`src/rtl/cfg_chain_loader.sv`:
```
// cfg_chain_loader: packs a serial configuration bitstream into CFG_WIDTH-bit
// words and strobes each word into one of NUM_TARGETS configurable blocks.
module cfg_chain_loader #(
  parameter int CFG_WIDTH   = 4,
  parameter int NUM_TARGETS = 4
) (
  input  logic                   cclk,
  input  logic                   rst_n,
  input  logic                   start,
  input  logic                   abort,
  input  logic                   bit_in,
  input  logic                   bit_valid,
  output logic                   bit_ready,
  output logic [CFG_WIDTH-1:0]   cfg_data,
  output logic [NUM_TARGETS-1:0] cfg_en,
  output logic                   busy,
  output logic                   done
);

  localparam int BW = $clog2(CFG_WIDTH);
  localparam int TW = (NUM_TARGETS > 1) ? $clog2(NUM_TARGETS) : 1;
  localparam logic [BW-1:0] LAST_BIT = BW'(CFG_WIDTH - 1);
  localparam logic [TW-1:0] LAST_TGT = TW'(NUM_TARGETS - 1);

  typedef enum logic [1:0] {IDLE, SHIFT, COMMIT, DONE} state_t;

  state_t               state;
  state_t               state_next;
  logic [BW-1:0]        bit_cnt;
  logic [TW-1:0]        tgt_idx;
  logic [CFG_WIDTH-1:0] shreg;
  logic [CFG_WIDTH-1:0] last_data;
  logic                 accept;

  assign accept = bit_valid && (state == SHIFT);

  always_ff @(posedge cclk or negedge rst_n) begin
    if (!rst_n) begin
      state <= IDLE;
    end else begin
      state <= state_next;
    end
  end

  // Outputs decode from state and registers only, so reset clears them at once
  always_comb begin
    state_next = state;
    bit_ready  = 1'b0;
    busy       = 1'b0;
    done       = 1'b0;
    cfg_en     = '0;
    cfg_data   = last_data;
    case (state)
      IDLE: begin
        if (start) state_next = SHIFT;
      end
      SHIFT: begin
        bit_ready = 1'b1;
        busy      = 1'b1;
        if (accept && (bit_cnt == LAST_BIT)) state_next = COMMIT;
      end
      COMMIT: begin
        busy       = 1'b1;
        cfg_en     = NUM_TARGETS'(1) << tgt_idx;
        cfg_data   = shreg;
        state_next = (tgt_idx == LAST_TGT) ? DONE : SHIFT;
      end
      DONE: begin
        done = 1'b1;
        if (start) state_next = SHIFT;
      end
      default: state_next = IDLE;
    endcase
    if (abort) state_next = IDLE;
  end

  always_ff @(posedge cclk or negedge rst_n) begin
    if (!rst_n) begin
      bit_cnt   <= '0;
      tgt_idx   <= '0;
      shreg     <= '0;
      last_data <= '0;
    end else if (abort) begin
      bit_cnt   <= '0;
      tgt_idx   <= '0;
      shreg     <= '0;
      last_data <= '0;
    end else begin
      case (state)
        IDLE, DONE: begin
          if (start) begin
            bit_cnt <= '0;
            tgt_idx <= '0;
          end
        end
        SHIFT: begin
          if (accept) begin
            shreg   <= {shreg[CFG_WIDTH-2:0], bit_in};
            bit_cnt <= (bit_cnt == LAST_BIT) ? '0 : bit_cnt + 1'b1;
          end
        end
        COMMIT: begin
          // Remember the committed word so cfg_data holds it between strobes
          last_data <= shreg;
          if (tgt_idx != LAST_TGT) tgt_idx <= tgt_idx + 1'b1;
        end
        default: ;
      endcase
    end
  end

endmodule

```
`config.mk`:
```
export PLATFORM = sky130hd
export DESIGN_NAME = cfg_chain_loader
export DESIGN_NICKNAME = d
export VERILOG_FILES = /design/src/rtl/cfg_chain_loader.sv
export SDC_FILE = /design/constraint.sdc
export NUM_CORES = 1
export LEC_CHECK = 0
export ABC_AREA = 1
export CORE_ASPECT_RATIO = 1.1
export CORE_MARGIN = 5
export CORE_UTILIZATION = 35
export CTS_CLUSTER_SIZE = 8
export DETAILED_ROUTE_END_ITERATION = 12
export GPL_ROUTABILITY_DRIVEN = 0
export PLACE_DENSITY = 0.57
export SLEW_MARGIN = 20
export SYNTH_ARGS = -nofsm -noshare
export SYNTH_HDL_FRONTEND = slang
export SYNTH_SLANG_ARGS = --single-unit
```
`constraint.sdc`:
```
create_clock -name cclk -period 1.3 [get_ports cclk]
set_input_delay 0.26 -clock cclk [delete_from_list [all_inputs] [get_ports cclk]]
set_output_delay 0.26 -clock cclk [all_outputs]
set_load 0.02 [all_outputs]
```
Word-level counts from Yosys, hierarchy flattened. Cells that the tools add are included. Widths: inputs -> output; s select.

Flip-flop bits (word level): 14. Input bits: 6. Output and inout port bits: 11. Logic and storage cells: 53.

Add/subtract/negate cells: 2. Equal/unequal tests: 10. Shift-type cells: 1. Mux-type cells: 22. Reductions and logical operators: 13.

Operator list (number): $mux 4 (6); $mux 2 (10); $eq 2x2->1 const B (4); $pmux 2 s2 (2); $ne 3x3->1 const B (2); $pmux 2 s3 (1); $reduce_and 3->1 (2); $reduce_bool 3->1 (2); $add 2x1->2 const B (2); $reduce_and 2->1 (2); $reduce_bool 2->1 (2); $reduce_or 2->1 (2); $shl 1x2->4 const A (1); $mux 1 (3); $ne 3x1->1 const B (1); $ne 3x2->1 const B (1); $eq 2x1->1 const B (1); $logic_and 1x1->1 (2); $logic_not 2->1 (1); $ne 2x2->1 const B (1).

Logic depth before layout (Yosys ltp). Gate-level depths: netlist of run 1.

Depth in word-level cells: 6. Depth in mapped cells: 8. Mapped depth without buffers: 8.

Worst setup path before layout of run 1. OpenSTA, ideal clock, no wires.

Path type: flip-flop to flip-flop. Start point: reg state[1]. End point: reg bit_cnt[0]. Library setup time: 117 ps. Arrival: 1214 ps. Required time: 1183 ps. Path slack: -31 ps. Cell stages (with the launch flop): 8. Path buffers: 0. Clock period less this slack: 1331 ps. Cell sequence: dfrtp_1 > inv_1 > ha_1 > nand2_2 > nand3_2 > nand2_1 > nand2_1 > nand2_1.

Cells in the longest elaborated chain, start to end: 4. Elaborated cells on any way between the ends: 11.

RTL lines: from (decl) (line 27) `state_t state;`; from (signal assigned) (line 41) `state <= state_next;`; $eq 2x2->1, or another cell as far along (line 89) `case (state)`; $reduce_or 2->1 (no line) or $logic_and 1x1->1 (tied branches); $ne 3x1->1 (no line), or another cell as far along; $reduce_and 3->1 (no line) or $mux 2 (tied branches); to (signal assigned) (line 99) `bit_cnt <= (bit_cnt == LAST_BIT) ? '0 : bit_cnt + 1'b1;`; to (decl) (line 29) `logic [BW-1:0] bit_cnt;`.

Several ways; a longest one is shown, not always the timed one. A chain may end at the register's enable or synchronous reset.

Final worst setup path of run 1.
Start point: reg state[0]. End point: out cfg_en[0].

Cells in the longest elaborated chain, start to end: 2.

RTL lines: $eq 2x2->1 (line 53) `case (state)`; $mux 4 (line 53); to (decl) (line 15) `output logic [NUM_TARGETS-1:0] cfg_en,`.

Every way passes these cells.

==> run_results.csv, run 1 <==
group,metric,value,unit
floorplan,die_y,63.5,um
power_and_ir_drop,p_total,0.00207,W
yosys,ys_ff_latch,14,
power_and_ir_drop,cellPowerDensity,1450,nW/um2
cts,numCtsBuffers,3,
worst_setup_path,worstPathCellList,"inv_2 -> ha_4 -> buf_6 -> nand2_2 -> inv_2 -> buf_6",
sta,post-route-period-util,117,%
cts,cts_root_buffer,"clkbuf_4",
worst_setup_path,path_delay_family,"flip-flops",
worst_setup_path,crit_path_end_kind,"primary output",
detailed_routing,ant_nets,0,
cts,cts_tree,"yes",
worst_setup_path,cp_slowest_cell,"dfrtp_1",
detailed_routing,avgRoutedWirePerCell,11.1,um
global_routing,grt_antenna_before_repair,0,
power_and_ir_drop,leakagePower,0.771,nW
global_routing,grt_max_degree,15,
detailed_routing,via_count,891,
finish,post-route-util,57.0,%
yosys,yosysWarnings,0,
finish,antennaDiodeCount,0,
detailed_routing,first_iter_violations,22,
global_routing,grt_overflow,0,
floorplan,dieArea,3730,um2
detailed_routing,drt-total-wl,2.11,mm
finish,area_delta_synth_final,56.0,%
worst_setup_path,crit_buf_inv,4,
status,outcome,"finished, violations left",
sta,hold_viol,0,
sta,worst_pin_slew,217,ps
sta,tns,-2100,ps
worst_setup_path,critical_path.max_fanout,7,
yosys,syn_area,912,um2
detailed_routing,drc,0,
min_path,hp-class,"input pin to asynchronous set/reset pin",
worst_setup_path,slowest_delay,400,ps
yosys,syn_area_per_cell,7.73,um2
finish,drive_gt1_share,49.4,%
yosys,synth_cell_type_count,17,
sta,rsz0062_at_grt,"true",
sta,setup_ws,-219,ps
cts,clock_latency,270,ps
yosys,syn_inst,118,
placement,portBuffers,16,
detailed_routing,dr.pass1.iters,4,
yosys,ys_seq_area_share,38.4,%
global_routing,grt_pass1_vias,915,
cts,clock_sinks,14,
sta,final_period_minus_worst_setup_slack,1520,ps
worst_setup_path,start_kind,"flop",
sta,relSlewSlack,85.5,%
worst_setup_path,critPathRequiredTime,1040,ps
floorplan,die_x,58.7,um
floorplan,ios,17,
floorplan,start_util,36.5,%
placement,pre_cts_slack,-543,ps
finish,nNetsFinal,174,
power_and_ir_drop,ir_drop,0.997,mV
placement,dp_hpwl,1.55,mm
detailed_routing,via_per_inst,4.71,
worst_setup_path,critical_path_class,"flop to primary output",
sta,final.setup_skew,4.56,ps
cts,clk_path_buf_depth,2,
sta,setup_viol,13,
cts,cts.reportedPaths.clkPinSlew,90,ps
run,drv_cap,0,
floorplan,core,2500,um2
worst_setup_path,worstPathArrival,1260,ps
floorplan,num_rows,19,
global_routing,grt_use_total,13.1,%
status,failed_checks,"negative setup slack",
sta,clock.fmax,0.658,GHz
sta,report.final.slew_viol_count,0,
global_routing,grt_pass1_wl,3.89,mm
cts,htreeDepth,1,
yosys,synth_nets,133,
==> path summary, 6_finish.rpt <==
kind | from | to | slack, ps | depth (start not counted)
setup / recovery | state[0] | cfg_en[0] | -220 | 6
hold / removal | rst_n | shreg[0] | 290 | 2
setup reg to reg | state[1] | bit_cnt[0] | -60 | 9
hold reg to reg | bit_cnt[1] | bit_cnt[1] | 490 | 2
max in group asynchronous | rst_n | shreg[3] | 840 | 2
min in group cclk | bit_cnt[1] | bit_cnt[1] | 490 | 2
==> repair_timing <==
item / in CTS / in global routing
pin swaps: 5 / 3
hold endpoints to repair: 0 / 0
setup endpoints to repair: 20 / 21
setup buffers: 3 / 1
gates resized for setup: 95 / 11
hold buffers: 0 / 0
==> report_power, final <==
part | leakage (nW) | switching, W | internal [W]
Combinational | 0.557 | 0.000658 | 0.000557
Sequential | 0.193 | 0.0000479 | 0.000493
Clock | 0.0210 | 0.000141 | 0.000170
Total | 0.771 | 0.000847 | 0.00122
==> synthesized netlist by cell type (all sizes together) <==
master  count  share of area (%)
o31ai       2                1.6
inv        20                9.1
o21ai       2                1.1
nand2      42                 18
a21oi       4                2.2
buf         3                4.3
dfrtp      14                 38
nand4       2                1.4
ha          9                 12
nor2        4                1.6
nand3      16                 10
==> cell usage in the layout, fill, tap and decap left out, drive strengths merged <==
master / count
a21oi: 4
buf: 34
clkbuf: 4
clkdlybuf4s50: 5
dfrtp: 14
ha: 9
inv: 20
nand2: 42
nand3: 16
nand4: 2
nor2: 4
o21ai: 2
o31ai: 2
==> worst reg2reg max path, stage by stage (launching register included) <==
cell,delay [ps]
dfrtp_1,420
buf_4,160
inv_2,70
ha_4,140
buf_6,120
inv_1,40
nand2_1,60
nand3_2,100
nand3_1,90
nand2_1,60
==> registers in the layout (all words and copies together) (netlist names) <==
signal     flops
tgt_idx        2
bit_cnt        2
shreg          4
last_data      4
state          2
==> cell type report <==
type	count	area (um2)
multi-input combinational	81	561
timing repair buffer	39	352
inverter	20	85.1
fill	251	1070
sequential	14	350
clock buffer	4	36.3
tap	31	38.8
==> cells by family (layout without fill, tap and decap cells) <==
| family | count (synthesis) | in the layout | synth area share [%] |
|---|---|---|---|
| and+or+nand+nor | 64 | 64 | 31.0 |
| buffers and inverters | 23 | 63 | 13.3 |
| DFF | 14 | 14 | 38.4 |
| adders and majority gates | 9 | 9 | 12.3 |
| AOI/OAI and AO/OA | 8 | 8 | 4.94 |
==> per-layer routing <==
layer / up-vias / share of wire (%) / global-route usage [%]
met5: - / 0 / 0
met4: 0 / 1.7 / 5.38
met3: 4 / 3.4 / 2.45
met2: 17 / 54 / 22.5
met1: 422 / 41 / 15.5
li1: 448 / - / -
==> per-stage QoR <==
stage | area, um2 | cells | hold WS [ps]
floorplan | 915 | 118 | -35.6
global placement | 1230 | 183 | 477
detailed placement | 1230 | 183 | 479
CTS | 1380 | 189 | 288
global route | 1420 | 189 | 300
finish | 1420 | 189 | 287
Note: power is estimated with default switching activity, not from simulation.
==> inputs of run 2 (changes only) <==
CORE_MARGIN = unset   (was 5)
GPL_ROUTABILITY_DRIVEN = unset   (was 0)
==> run 2 against run 1 <==
Net effect: the flow still finishes with violations (negative setup slack); final area up 5.8%; core utilization rose by 3.9 points; first-iteration DRC count shrank 14%; final cell count grew 2.6%; highest routed layer unchanged.
==> run_results.csv, run 2 (same netlist as run 1, synthesis figures left out) <==
group,metric,value,unit
finish,top_regs,"last_data (4), shreg (4)",
worst_setup_path,rr_worst_depth,9,
power_and_ir_drop,ir_drop,0.788,mV
worst_setup_path,critical_path.max_fanout,8,
sta,final.setup_skew,2.75,ps
worst_setup_path,critPathRequiredTime,1040,ps
cts,htreeDepth,1,
min_path,hp-class,"input pin to asynchronous set/reset pin",
cts,clk_path_buf_depth,2,
worst_setup_path,critical_path_class,"flop to primary output",
sta,setup_ws,-223,ps
status,outcome,"finished, violations left",
global_routing,grt_pass1_vias,942,
placement,portBuffers,16,
run,drv_cap,0,
worst_setup_path,worstPathArrival,1260,ps
global_routing,grt_use_total,18.2,%
placement,gp_congestion,0.716,
status,failed_checks,"negative setup slack",
global_routing,grt_antenna_before_repair,0,
detailed_routing,first_iter_violations,19,
detailed_routing,avgRoutedWirePerCell,11.3,um
worst_setup_path,crit_path_end_kind,"primary output",
worst_setup_path,start_kind,"flop",
sta,relSlewSlack,84.1,%
cts,clock_sinks,14,
finish,layout_common_cells,"buf_4 (26), nand2_1 (24), nand2_2 (16), dfrtp_1 (14), buf_6 (12)",
sta,post-route-period-util,117,%
cts,clock_latency,280,ps
cts,cts_root_buffer,"clkbuf_4",
global_routing,grt_pass1_wl,3.86,mm
cts,cts_tree,"yes",
cts,cts.reportedPaths.clkPinSlew,90,ps
power_and_ir_drop,p_total,0.00219,W
sta,hold_viol,0,
floorplan,core,2470,um2
finish,final_common_cell,"buf_4",
sta,clock.fmax,0.656,GHz
sta,final_period_minus_worst_setup_slack,1520,ps
detailed_routing,via_per_inst,4.67,
finish,area_delta_synth_final,65.0,%
finish,nNetsFinal,179,
finish,final_cell_count_no_fill,194,
finish,antennaDiodeCount,0,
detailed_routing,drc,0,
floorplan,dieArea,2810,um2
floorplan,die_y,55.5,um
detailed_routing,drt-total-wl,2.19,mm
cts,numCtsBuffers,3,
sta,rsz0062_at_grt,"true",
placement,placed_cells,186,
floorplan,num_rows,19,
finish,final_area,1510,um2
global_routing,grt_max_degree,15,
global_routing,grt_overflow,0,
floorplan,start_util,36.9,%
placement,dp_hpwl,1.53,mm
sta,hold_ws,273,ps
power_and_ir_drop,leakagePower,0.793,nW
floorplan,ios,17,
placement,place_area,1250,um2
floorplan,die_x,50.7,um
finish,drive_gt1_share,51.5,%
sta,worst_pin_slew,238,ps
detailed_routing,via_count,906,
sta,setup_viol,15,
sta,report.final.slew_viol_count,0,
power_and_ir_drop,cellPowerDensity,1450,nW/um2
detailed_routing,dr.pass1.iters,4,
detailed_routing,ant_nets,0,
run 2: worst max-delay path, cell delays in order, from the launching register on:
cell and delay (ps):
dfrtp_1 400, inv_2 70, ha_4 180, buf_6 120
nand2_4 40, nand2_2 60, buf_6 110
run 2: repair_timing:
action / CTS / global route
gates resized for setup: 93 / 18
setup endpoints to repair: 21 / 21
hold buffers: 0 / 0
pin swaps: 4 / 3
setup buffers: 3 / 2
run 2: worst paths after layout:
kind	to	slack, ps	start
worst max-delay path	cfg_data[0]	-220	state[0]
worst min-delay path	last_data[1]	270	rst_n
worst max register to register	state[1]	-90	state[1]
worst min register to register	bit_cnt[1]	490	bit_cnt[1]
max in group asynchronous	state[1]	860	rst_n
min in group cclk	bit_cnt[1]	490	bit_cnt[1]
run 2: metal layers:
layer / vias up / routed length (um) / GRT usage [%]
met4: 0 / 65 / 10.3
met3: 7 / 68 / 2.75
li1: 459 / - / -
met1: 419 / 898 / 20.4
met2: 21 / 1160 / 32.0
met5: - / 0 / 0
run 2: through the flow:
step	TNS [ps]	utilization (%)	worst slack, ps
detailed placement	-5830	50.8	-550
global route	-3630	60.9	-298
floorplan	-10.4	-	-2.60
global placement	-5160	50.8	-505
CTS	-2970	57.1	-246
finish	-2350	60.9	-223
run 2: where the power goes:
part	leakage (nW)	switching [W]	internal [W]
clock network	0.0210	0.000151	0.000171
logic	0.580	0.000697	0.000623
registers	0.193	0.0000520	0.000493
run 2: area by class of cell:
| class | instances | area [um2] |
|---|---|---|
| clock buffers | 4 | 36.3 |
| inverters | 20 | 85.1 |
| flip-flops and latches | 14 | 350 |
| well taps | 31 | 38.8 |
| multi-input cells | 81 | 609 |
| fillers | 223 | 967 |
| repair buffers | 44 | 385 |
==> inputs of run 3 (changes only) <==
GPL_TIMING_DRIVEN = 0   (was unset)
==> run 3 against run 2 <==
Net effect: sequential cell count unchanged; sequential share of layout area increased by 0.78 points; critical path depth unchanged; clock skew increased by 0.65 ps; final area decreased by 2.9%; largest power group unchanged; routed wire length decreased by 6.9%; the flow still finishes with violations (negative setup slack); die area unchanged; non-clock buffer count decreased by 5; via count decreased by 4.7%.
==> run_results.csv, run 3 (same netlist as run 1, synthesis figures left out) <==
group,metric,value,unit
status,outcome,"finished, violations left",
status,failed_checks,"negative setup slack",
detailed_routing,met2_length,1.03,mm
sta,clock.fmax,0.640,GHz
worst_setup_path,worstPathArrival,1300,ps
worst_setup_path,crit_path_end_kind,"primary output",
power_and_ir_drop,ir_drop,1.03,mV
worst_setup_path,critPathRequiredTime,1040,ps
sta,tns,-2840,ps
floorplan,ios,17,
placement,place_area,1100,um2
placement,dp_hpwl,1.26,mm
global_routing,grt_overflow,0,
floorplan,num_rows,19,
min_path,hp-class,"input pin to flop",
finish,antennaDiodeCount,0,
finish,final_common_cell,"nand2_1",
sta,hold_ws,188,ps
worst_setup_path,critical_path.max_fanout,8,
worst_setup_path,reg2reg_from,"state[1]",
detailed_routing,drt-total-wl,2.04,mm
detailed_routing,avgRoutedWirePerCell,10.8,um
detailed_routing,dr.pass1.iters,4,
cts,cts_root_buffer,"clkbuf_4",
floorplan,core,2470,um2
worst_setup_path,critical_path_class,"flop to primary output",
detailed_routing,ant_nets,0,
cts,clk_path_buf_depth,2,
global_routing,grt_max_degree,15,
detailed_routing,via_count,863,
global_routing,grt_pass1_wl,3.22,mm
power_and_ir_drop,leakagePower,0.827,nW
finish,top_regs,"last_data (4), shreg (4)",
worst_setup_path,ff2ff_setup_slack,-90,ps
finish,area_delta_synth_final,60.2,%
sta,setup_ws,-263,ps
floorplan,die_y,55.5,um
worst_setup_path,worstSetupStartpoint,"state[0]",
detailed_routing,top_layer,"met4",
sta,hold_viol,0,
detailed_routing,first_iter_violations,17,
run,drv_cap,0,
finish,drive_gt1_share,44.3,%
global_routing,grt_use_total,15.4,%
finish,final_cell_count_no_fill,189,
sta,setup_viol,16,
sta,final_period_minus_worst_setup_slack,1560,ps
sta,worst_pin_slew,694,ps
placement,gp_congestion,0.738,
cts,cts_tree,"yes",
finish,layout_common_cells,"nand2_1 (30), buf_4 (20), buf_6 (13), inv_1 (13), dfrtp_1 (13)",
cts,clock_sinks,14,
finish,final_area,1460,um2
cts,numCtsBuffers,3,
sta,report.final.slew_viol_count,0,
floorplan,die_x,50.7,um
sta,relSlewSlack,53.6,%
floorplan,dieArea,2810,um2
detailed_routing,route.met3.wl,40,um
worst_setup_path,start_kind,"flop",
worst_setup_path,rr_worst_depth,8,
cts,clock_latency,280,ps
sta,rsz0062_at_grt,"true",
detailed_routing,met1_length,951,um
worst_setup_path,reg2reg_to,"tgt_idx[0]",
floorplan,start_util,36.9,%
detailed_routing,drc,0,
global_routing,grt_pass1_vias,772,
global_routing,grt_antenna_before_repair,0,
placement,placed_cells,164,
cts,htreeDepth,1,
power_and_ir_drop,p_total,0.00221,W
sta,final.setup_skew,3.40,ps
placement,portBuffers,15,
detailed_routing,via_per_inst,4.57,
cts,cts.reportedPaths.clkPinSlew,90,ps
power_and_ir_drop,cellPowerDensity,1510,nW/um2
worst_setup_path,crit_path_end,"cfg_data[2]",
sta,post-route-period-util,120,%
finish,nNetsFinal,174,
==> run 3: changes by cell type in the layout (fill, tap and decap cells not counted), sizes merged <==
cell and change:
clkdlybuf4s50 -1, buf -4
==> run 3: worst max-delay path, cell delays in order, from the launching register on <==
cell,delay [ps]
dfrtp_1,420
inv_2,70
ha_4,170
buf_12,140
nand2_4,50
nand2_2,60
buf_6,110
==> run 3: final cells by class <==
type                            count  area [um2]
Buffer                              3        51.3
Clock buffer                        4        36.3
Multi-Input combinational cell     81         563
Tap cell                           31        38.8
Timing Repair Buffer               36         325
Inverter                           20        95.1
Sequential cell                    14         352
Fill cell                         225        1010
==> run 3: how the worst min path moves through the flow <==
stage / from / to / slack, ps / cells past startpoint
final: abort / last_data[0] / 190 / 2
after global routing: abort / last_data[0] / 180 / 2
after CTS: abort / last_data[2] / 190 / 2
after detailed placement: bit_cnt[1] / bit_cnt[1] / 490 / 2
after global placement: bit_cnt[1] / bit_cnt[1] / 460 / 2
after floorplan: rst_n / bit_cnt[0] / -40 / 0
==> run 3: timing repair <==
item | in CTS | in global routing
buffers inserted | 14 | 7
endpoints found under the setup margin | 17 | 18
pin swaps | 7 | 4
hold buffers | 0 | 0
gates resized for setup | 87 | 22
==> run 3: power by group <==
part           switching [W]  internal (W)  total [W]
clock               0.000155      0.000170   0.000325
sequential         0.0000554      0.000495   0.000550
combinational       0.000680      0.000659    0.00134
==> run 3: metrics by stage <==
step	setup WS [ps]	utilization, %
after CTS	-269	53.7
final	-263	59.1
after floorplan	-2.60	-
after global routing	-321	59.1
after global placement	-677	44.6
after detailed placement	-677	44.6
==> run 3: layer usage <==
metal / vias to the layer above / track usage, %
li1: 451 / -
met1: 402 / 18.4
met2: 8 / 25.7
met3: 2 / 3.31
met4: 0 / 7.14
met5: - / 0
